--- config.mk ---
export PLATFORM = sky130hd
export DESIGN_NAME = counter_bus_master
export DESIGN_NICKNAME = d
export VERILOG_FILES = /design/src/rtl/counter_bus_master_pkg.sv /design/src/rtl/counter_bus_master_dev_decode.sv /design/src/rtl/counter_bus_master.sv
export SDC_FILE = /design/constraint.sdc
export NUM_CORES = 1
export LEC_CHECK = 0
export BUFFER_PORTS_ARGS = -buffer_cell sky130_fd_sc_hd__buf_2
export CAP_MARGIN = 20
export CORE_MARGIN = 2
export CORE_UTILIZATION = 49
export CTS_CLUSTER_DIAMETER = 60
export CTS_CLUSTER_SIZE = 28
export DETAILED_ROUTE_END_ITERATION = 6
export GPL_ROUTABILITY_DRIVEN = 0
export GPL_TIMING_DRIVEN = 0
export MAX_ROUTING_LAYER = met4
export PLACE_DENSITY = 0.81
export SYNTH_ARGS = -nofsm -noshare
export SYNTH_HDL_FRONTEND = slang
export SYNTH_SLANG_ARGS = --single-unit
--- constraint.sdc ---
create_clock -name clk -period 2.5 [get_ports clk]
set_input_delay 0.625 -clock clk [delete_from_list [all_inputs] [get_ports clk]]
set_output_delay 0.625 -clock clk [all_outputs]
set_load 0.005 [all_outputs]
--- src/rtl/counter_bus_master_pkg.sv ---
// Shared encodings for the counter bus master: host opcodes, FSM states, bus width.
package counter_bus_master_pkg;

    localparam int BUS_W = 8;

    typedef enum logic [1:0] {
        OP_READ   = 2'b00,
        OP_WRITE  = 2'b01,
        OP_EN_ON  = 2'b10,
        OP_EN_OFF = 2'b11
    } op_e;

    typedef enum logic [1:0] {
        ST_IDLE,
        ST_OE,
        ST_LOAD,
        ST_RESP
    } state_e;

endpackage

--- src/rtl/counter_bus_master_dev_decode.sv ---
// Index-to-one-hot decoder with out-of-range flag. The flag is independent of
// the strobe so callers can use it to classify an index without strobing.
module dev_onehot_decode #(
    parameter int N_DEV = 4,
    parameter int DEV_W = 3
) (
    input  logic [DEV_W-1:0] idx,
    input  logic             strobe,
    output logic [N_DEV-1:0] onehot,
    output logic             oor
);

    // One bit per device; nothing is driven for an out-of-range index
    always_comb begin
        onehot = '0;
        oor    = (idx >= DEV_W'(N_DEV));
        for (int i = 0; i < N_DEV; i++) begin
            onehot[i] = strobe && !oor && (idx == DEV_W'(i));
        end
    end

endmodule

--- src/rtl/counter_bus_master.sv ---
// Host-side controller for a bank of loadable counters on one shared bus.
// One command in flight; every command yields exactly one response.
// cmd_dev carries one bit more than needed to address N_DEV devices so that
// out-of-range indices are expressible even when N_DEV is a power of two.
module counter_bus_master
    import counter_bus_master_pkg::*;
#(
    parameter  int N_DEV  = 4,
    parameter  int SETTLE = 1,
    localparam int DEV_W  = $clog2(N_DEV) + 1
) (
    input  logic             clk,
    input  logic             arst_n,
    input  logic             cmd_valid,
    output logic             cmd_ready,
    input  logic [1:0]       cmd_op,
    input  logic [DEV_W-1:0] cmd_dev,
    input  logic [BUS_W-1:0] cmd_wdata,
    output logic             rsp_valid,
    input  logic             rsp_ready,
    output logic [BUS_W-1:0] rsp_data,
    output logic             rsp_err,
    output logic [N_DEV-1:0] dev_oe,
    output logic [N_DEV-1:0] dev_load,
    output logic [N_DEV-1:0] dev_en,
    output logic [BUS_W-1:0] dev_load_val,
    input  logic [BUS_W-1:0] bus_q
);

    localparam int CNT_W = (SETTLE > 1) ? $clog2(SETTLE) : 1;

    state_e           state, state_nxt;
    logic [DEV_W-1:0] dev_q;
    logic [CNT_W-1:0] cnt;
    logic [N_DEV-1:0] dev_sel, en_hit;
    logic             q_oor, cmd_oor, acc, settle_last;
    op_e              op;

    assign op          = op_e'(cmd_op);
    assign acc         = cmd_valid && (state == ST_IDLE);
    assign settle_last = (cnt == CNT_W'(SETTLE - 1));

    // Selected device of the command in flight; q_oor also flags the error response
    dev_onehot_decode #(.N_DEV(N_DEV), .DEV_W(DEV_W)) u_sel_dec (
        .idx    (dev_q),
        .strobe (1'b1),
        .onehot (dev_sel),
        .oor    (q_oor)
    );

    // Target of the incoming command, strobed only on acceptance
    dev_onehot_decode #(.N_DEV(N_DEV), .DEV_W(DEV_W)) u_cmd_dec (
        .idx    (cmd_dev),
        .strobe (acc),
        .onehot (en_hit),
        .oor    (cmd_oor)
    );

    // State register; reset drops oe at once since oe decodes from state
    always_ff @(posedge clk or negedge arst_n) begin
        if (!arst_n) state <= ST_IDLE;
        else         state <= state_nxt;
    end

    // Next-state: invalid devices and enable ops go straight to the response
    always_comb begin
        state_nxt = state;
        case (state)
            ST_IDLE: begin
                if (acc) begin
                    if (cmd_oor)               state_nxt = ST_RESP;
                    else if (op == OP_READ)    state_nxt = ST_OE;
                    else if (op == OP_WRITE)   state_nxt = ST_LOAD;
                    else                       state_nxt = ST_RESP;
                end
            end
            ST_OE:   if (settle_last) state_nxt = ST_RESP;
            ST_LOAD: state_nxt = ST_RESP;
            ST_RESP: if (rsp_ready) state_nxt = ST_IDLE;
            default: state_nxt = ST_IDLE;
        endcase
    end

    // Outputs decoded from state; RESP always returns through IDLE, so oe owners never abut
    always_comb begin
        cmd_ready = (state == ST_IDLE);
        rsp_valid = (state == ST_RESP);
        dev_oe    = {N_DEV{state == ST_OE}}   & dev_sel;
        dev_load  = {N_DEV{state == ST_LOAD}} & dev_sel;
        rsp_err   = rsp_valid && q_oor;
    end

    // Command registers, settle counter and bus capture at the last OE edge
    always_ff @(posedge clk or negedge arst_n) begin
        if (!arst_n) begin
            dev_q        <= '0;
            cnt          <= '0;
            rsp_data     <= '0;
            dev_load_val <= '0;
        end else if (acc) begin
            dev_q    <= cmd_dev;
            cnt      <= '0;
            rsp_data <= '0;
            if (op == OP_WRITE && !cmd_oor) dev_load_val <= cmd_wdata;
        end else if (state == ST_OE) begin
            cnt <= cnt + CNT_W'(1);
            if (settle_last) rsp_data <= bus_q;
        end
    end

    // Per-counter enables change only on an accepted in-range EN_ON/EN_OFF
    always_ff @(posedge clk or negedge arst_n) begin
        if (!arst_n)                  dev_en <= '0;
        else if (op == OP_EN_ON)      dev_en <= dev_en | en_hit;
        else if (op == OP_EN_OFF)     dev_en <= dev_en & ~en_hit;
    end

endmodule
==> impl_metrics.env <==
export IMPL_hold_buffers=0
export IMPL_io_pins=56
export IMPL_finalHoldViolations=0
export IMPL_num_rows=17
export IMPL_grt_max_degree=27
export IMPL_fin_crit_ns=2.08
export IMPL_layout_nets=207
export IMPL_hp_class="input port to async pin"
export IMPL_antenna_cells=0
export IMPL_syn_to_final_growth_pct=27.5
export IMPL_cp_start_kind="register"
export IMPL_hold_ws_ns=0.279
export IMPL_setup_worst_path_end_class="output port"
export IMPL_grt_pass1_vias=1018
export IMPL_worstPathArrival_ns=1.46
export IMPL_antenna_found_initial=0
export IMPL_leakage_uw=0.000837
export IMPL_crit_fanout=5
export IMPL_rsz0062_at_grt="false"
export IMPL_peakVddDrop_mv=0.629
export IMPL_clockPowerShare_pct=10.6
export IMPL_p_int_uw=1020
export IMPL_cts_sinks=26
export IMPL_fmax_mhz=480
export IMPL_drc=0
export IMPL_coreArea_um2=2280
export IMPL_dieArea_um2=2880
export IMPL_drt_initial_drc_count=16
export IMPL_dpl_hpwl_um=2000
export IMPL_ys_ff_latch=26
export IMPL_cts_resized_gates=0
export IMPL_cts_buffer_depth=2
export IMPL_clk_latency_ns=0.31
export IMPL_vias=1041
export IMPL_switchingPower_uw=575
export IMPL_regToRegSetupSlack_ns=0.66
export IMPL_wirelength_um=2490
export IMPL_slew_violations=0
export IMPL_dp_cells=201
export IMPL_p_per_area_nw_per_um2=1040
export IMPL_crit_type="register to output port"
export IMPL_skew_ns=0.00640
export IMPL_reg2regPathDepth=5
export IMPL_period_share_pct=83.3
export IMPL_combPwrFrac_pct=44.7
export IMPL_synth_nets=147
export IMPL_overflow=0
export IMPL_firstDrtPassIters=4
export IMPL_wire_per_inst_um=12.2
export IMPL_reg2reg_from="state[0]$_DFFE_PN0P_"
export IMPL_synthDistinctLibCells=23
export IMPL_worst_pin_slew_ns=0.552
export IMPL_start_util_pct=53.1
export IMPL_drv_cap=0
export IMPL_relSlewSlack_pct=63.2
export IMPL_synth_cells=118
export IMPL_setup_viol=0
export IMPL_drive_gt1_share_pct=42.0
export IMPL_die_y_um=53.7
export IMPL_numCtsBuffers=3
export IMPL_grt_use_total_pct=19.8
export IMPL_setup_tns_ns=0
export IMPL_fp_dieW_um=53.7
export IMPL_drtAntennaViolNets=0
export IMPL_avgSynthCellArea_um2=10.2
export IMPL_portBuffers=55
export IMPL_yosys_warnings=0
export IMPL_syn_cell_area_um2=1210
export IMPL_run_status="finished clean"
export IMPL_placed_area_um2=1520
export IMPL_fin_area_um2=1540
export IMPL_p_seq_share_pct=44.6
export IMPL_fin_util_pct=67.7
export IMPL_p_sw_share_pct=36.0
export IMPL_cp_required_ns=1.88
export IMPL_ys_seq_area_share_pct=53.8
export IMPL_grt_pass1_wl_um=4060
export IMPL_viasPerCell=5.10
export IMPL_clk_pin_slew_ns=0.13
export IMPL_final_cells=204
export IMPL_cts_setup_buffers=0
export IMPL_cts_tree="yes"
export IMPL_htreeDepth=1
export IMPL_clockRootBuffer="clkbuf_4"
## placed cells by master (no fill, tap or decap)
master and count:
buf_1 1, clkbuf_4 3, and2_2 1, nor2_1 8, nor2b_1 1, a31oi_1 2
nand2_1 27, nand3_1 1, nand3_4 1, clkbuf_1 1, mux2_2 13, nor4_1 1
ha_1 4, nand2b_1 7, inv_1 5, dfrtp_1 26, nand3b_1 1, o21ai_0 1
buf_2 56, o31ai_1 1, o221ai_1 1, nor3_1 4, a21oi_1 9, and2_1 1
## final cells by class
type	count	area (µm²)
clock buffer	3	22.5
inverter	5	18.8
sequential	26	651
multi-input combinational	84	527
fill	196	734
buffer	3	12.5
tap	28	35.0
timing repair buffer	55	275
## layer usage
metal / vias up / GRT usage [%] / routed length (µm)
met4: 0 / 7.26 / 45
met5: - / - / 0
met2: 39 / 35.6 / 1280
met1: 486 / 21.6 / 999
met3: 6 / 3.61 / 156
li1: 510 / - / -
## worst max path at each step
| stage | from | to | slack [ns] | cells past startpoint |
|---|---|---|---|---|
| 6_report | state[1]$_DFFE_PN0P_ | dev_oe[0] | 0.42 | 5 |
| 5_1_grt | state[1]$_DFFE_PN0P_ | dev_oe[0] | 0.30 | 5 |
| 4_1_cts | state[1]$_DFFE_PN0P_ | dev_oe[0] | 0.42 | 5 |
| 3_5_place_dp | state[0]$_DFFE_PN0P_ | register | 0.71 | 5 |
| 3_3_place_gp | state[0]$_DFFE_PN0P_ | register | 0.77 | 5 |
| 2_1_floorplan | state[0]$_DFFE_PN0P_ | register | 0.90 | 5 |
## synthesized netlist by cell type
cell      number  area (µm²)
nand2_1       27         101
dfrtp_1       26         651
mux2_2        13         146
a21oi_1        9        45.0
nor2_1         8        30.0
nand2b_1       7        43.8
inv_1          5        18.8
ha_1           4        50.1
nor3_1         4        20.0
a31oi_1        2        12.5
and2_1         1        6.26
and2_2         1        7.51
buf_1          1        3.75
buf_2          1        5.00
clkbuf_1       1        3.75
nand3_1        1        5.00
nand3_4        1        17.5
nand3b_1       1        7.51
nor2b_1        1        6.26
nor4_1         1        6.26
o21ai_0        1        5.00
o221ai_1       1        8.76
o31ai_1        1        7.51
## cell families after synthesis
kind of cell	share of synthesized area (%)
muxes	12.1
AOI/OAI and AO/OA	6.52
buffers and inverters	2.59
and+or+nand+nor	20.8
DFF	53.8
adders and majority gates	4.14
## through the flow
step | worst slack [ns] | total power (µW)
after floorplan | 0.903 | 1150
after global placement | 0.767 | 1410
after detailed placement | 0.705 | 1450
after CTS | 0.416 | 1620
after global routing | 0.302 | 1750
final | 0.417 | 1600
## power by group through the flow
stage	combinational, µW	clock, µW	sequential (µW)
finish	715	170	713
detailed placement	728	0	723
CTS	729	178	715
floorplan	431	0	721
global route	822	188	736
global placement	699	0	709
## worst max-delay path, cell delays in order (launching register included)
cell      delay (ns)
dfrtp_1         0.44
inv_1           0.09
ha_1            0.21
nand2b_1        0.13
nor3_1          0.14
buf_2           0.14
Note: power is estimated with default switching activity, not from simulation.
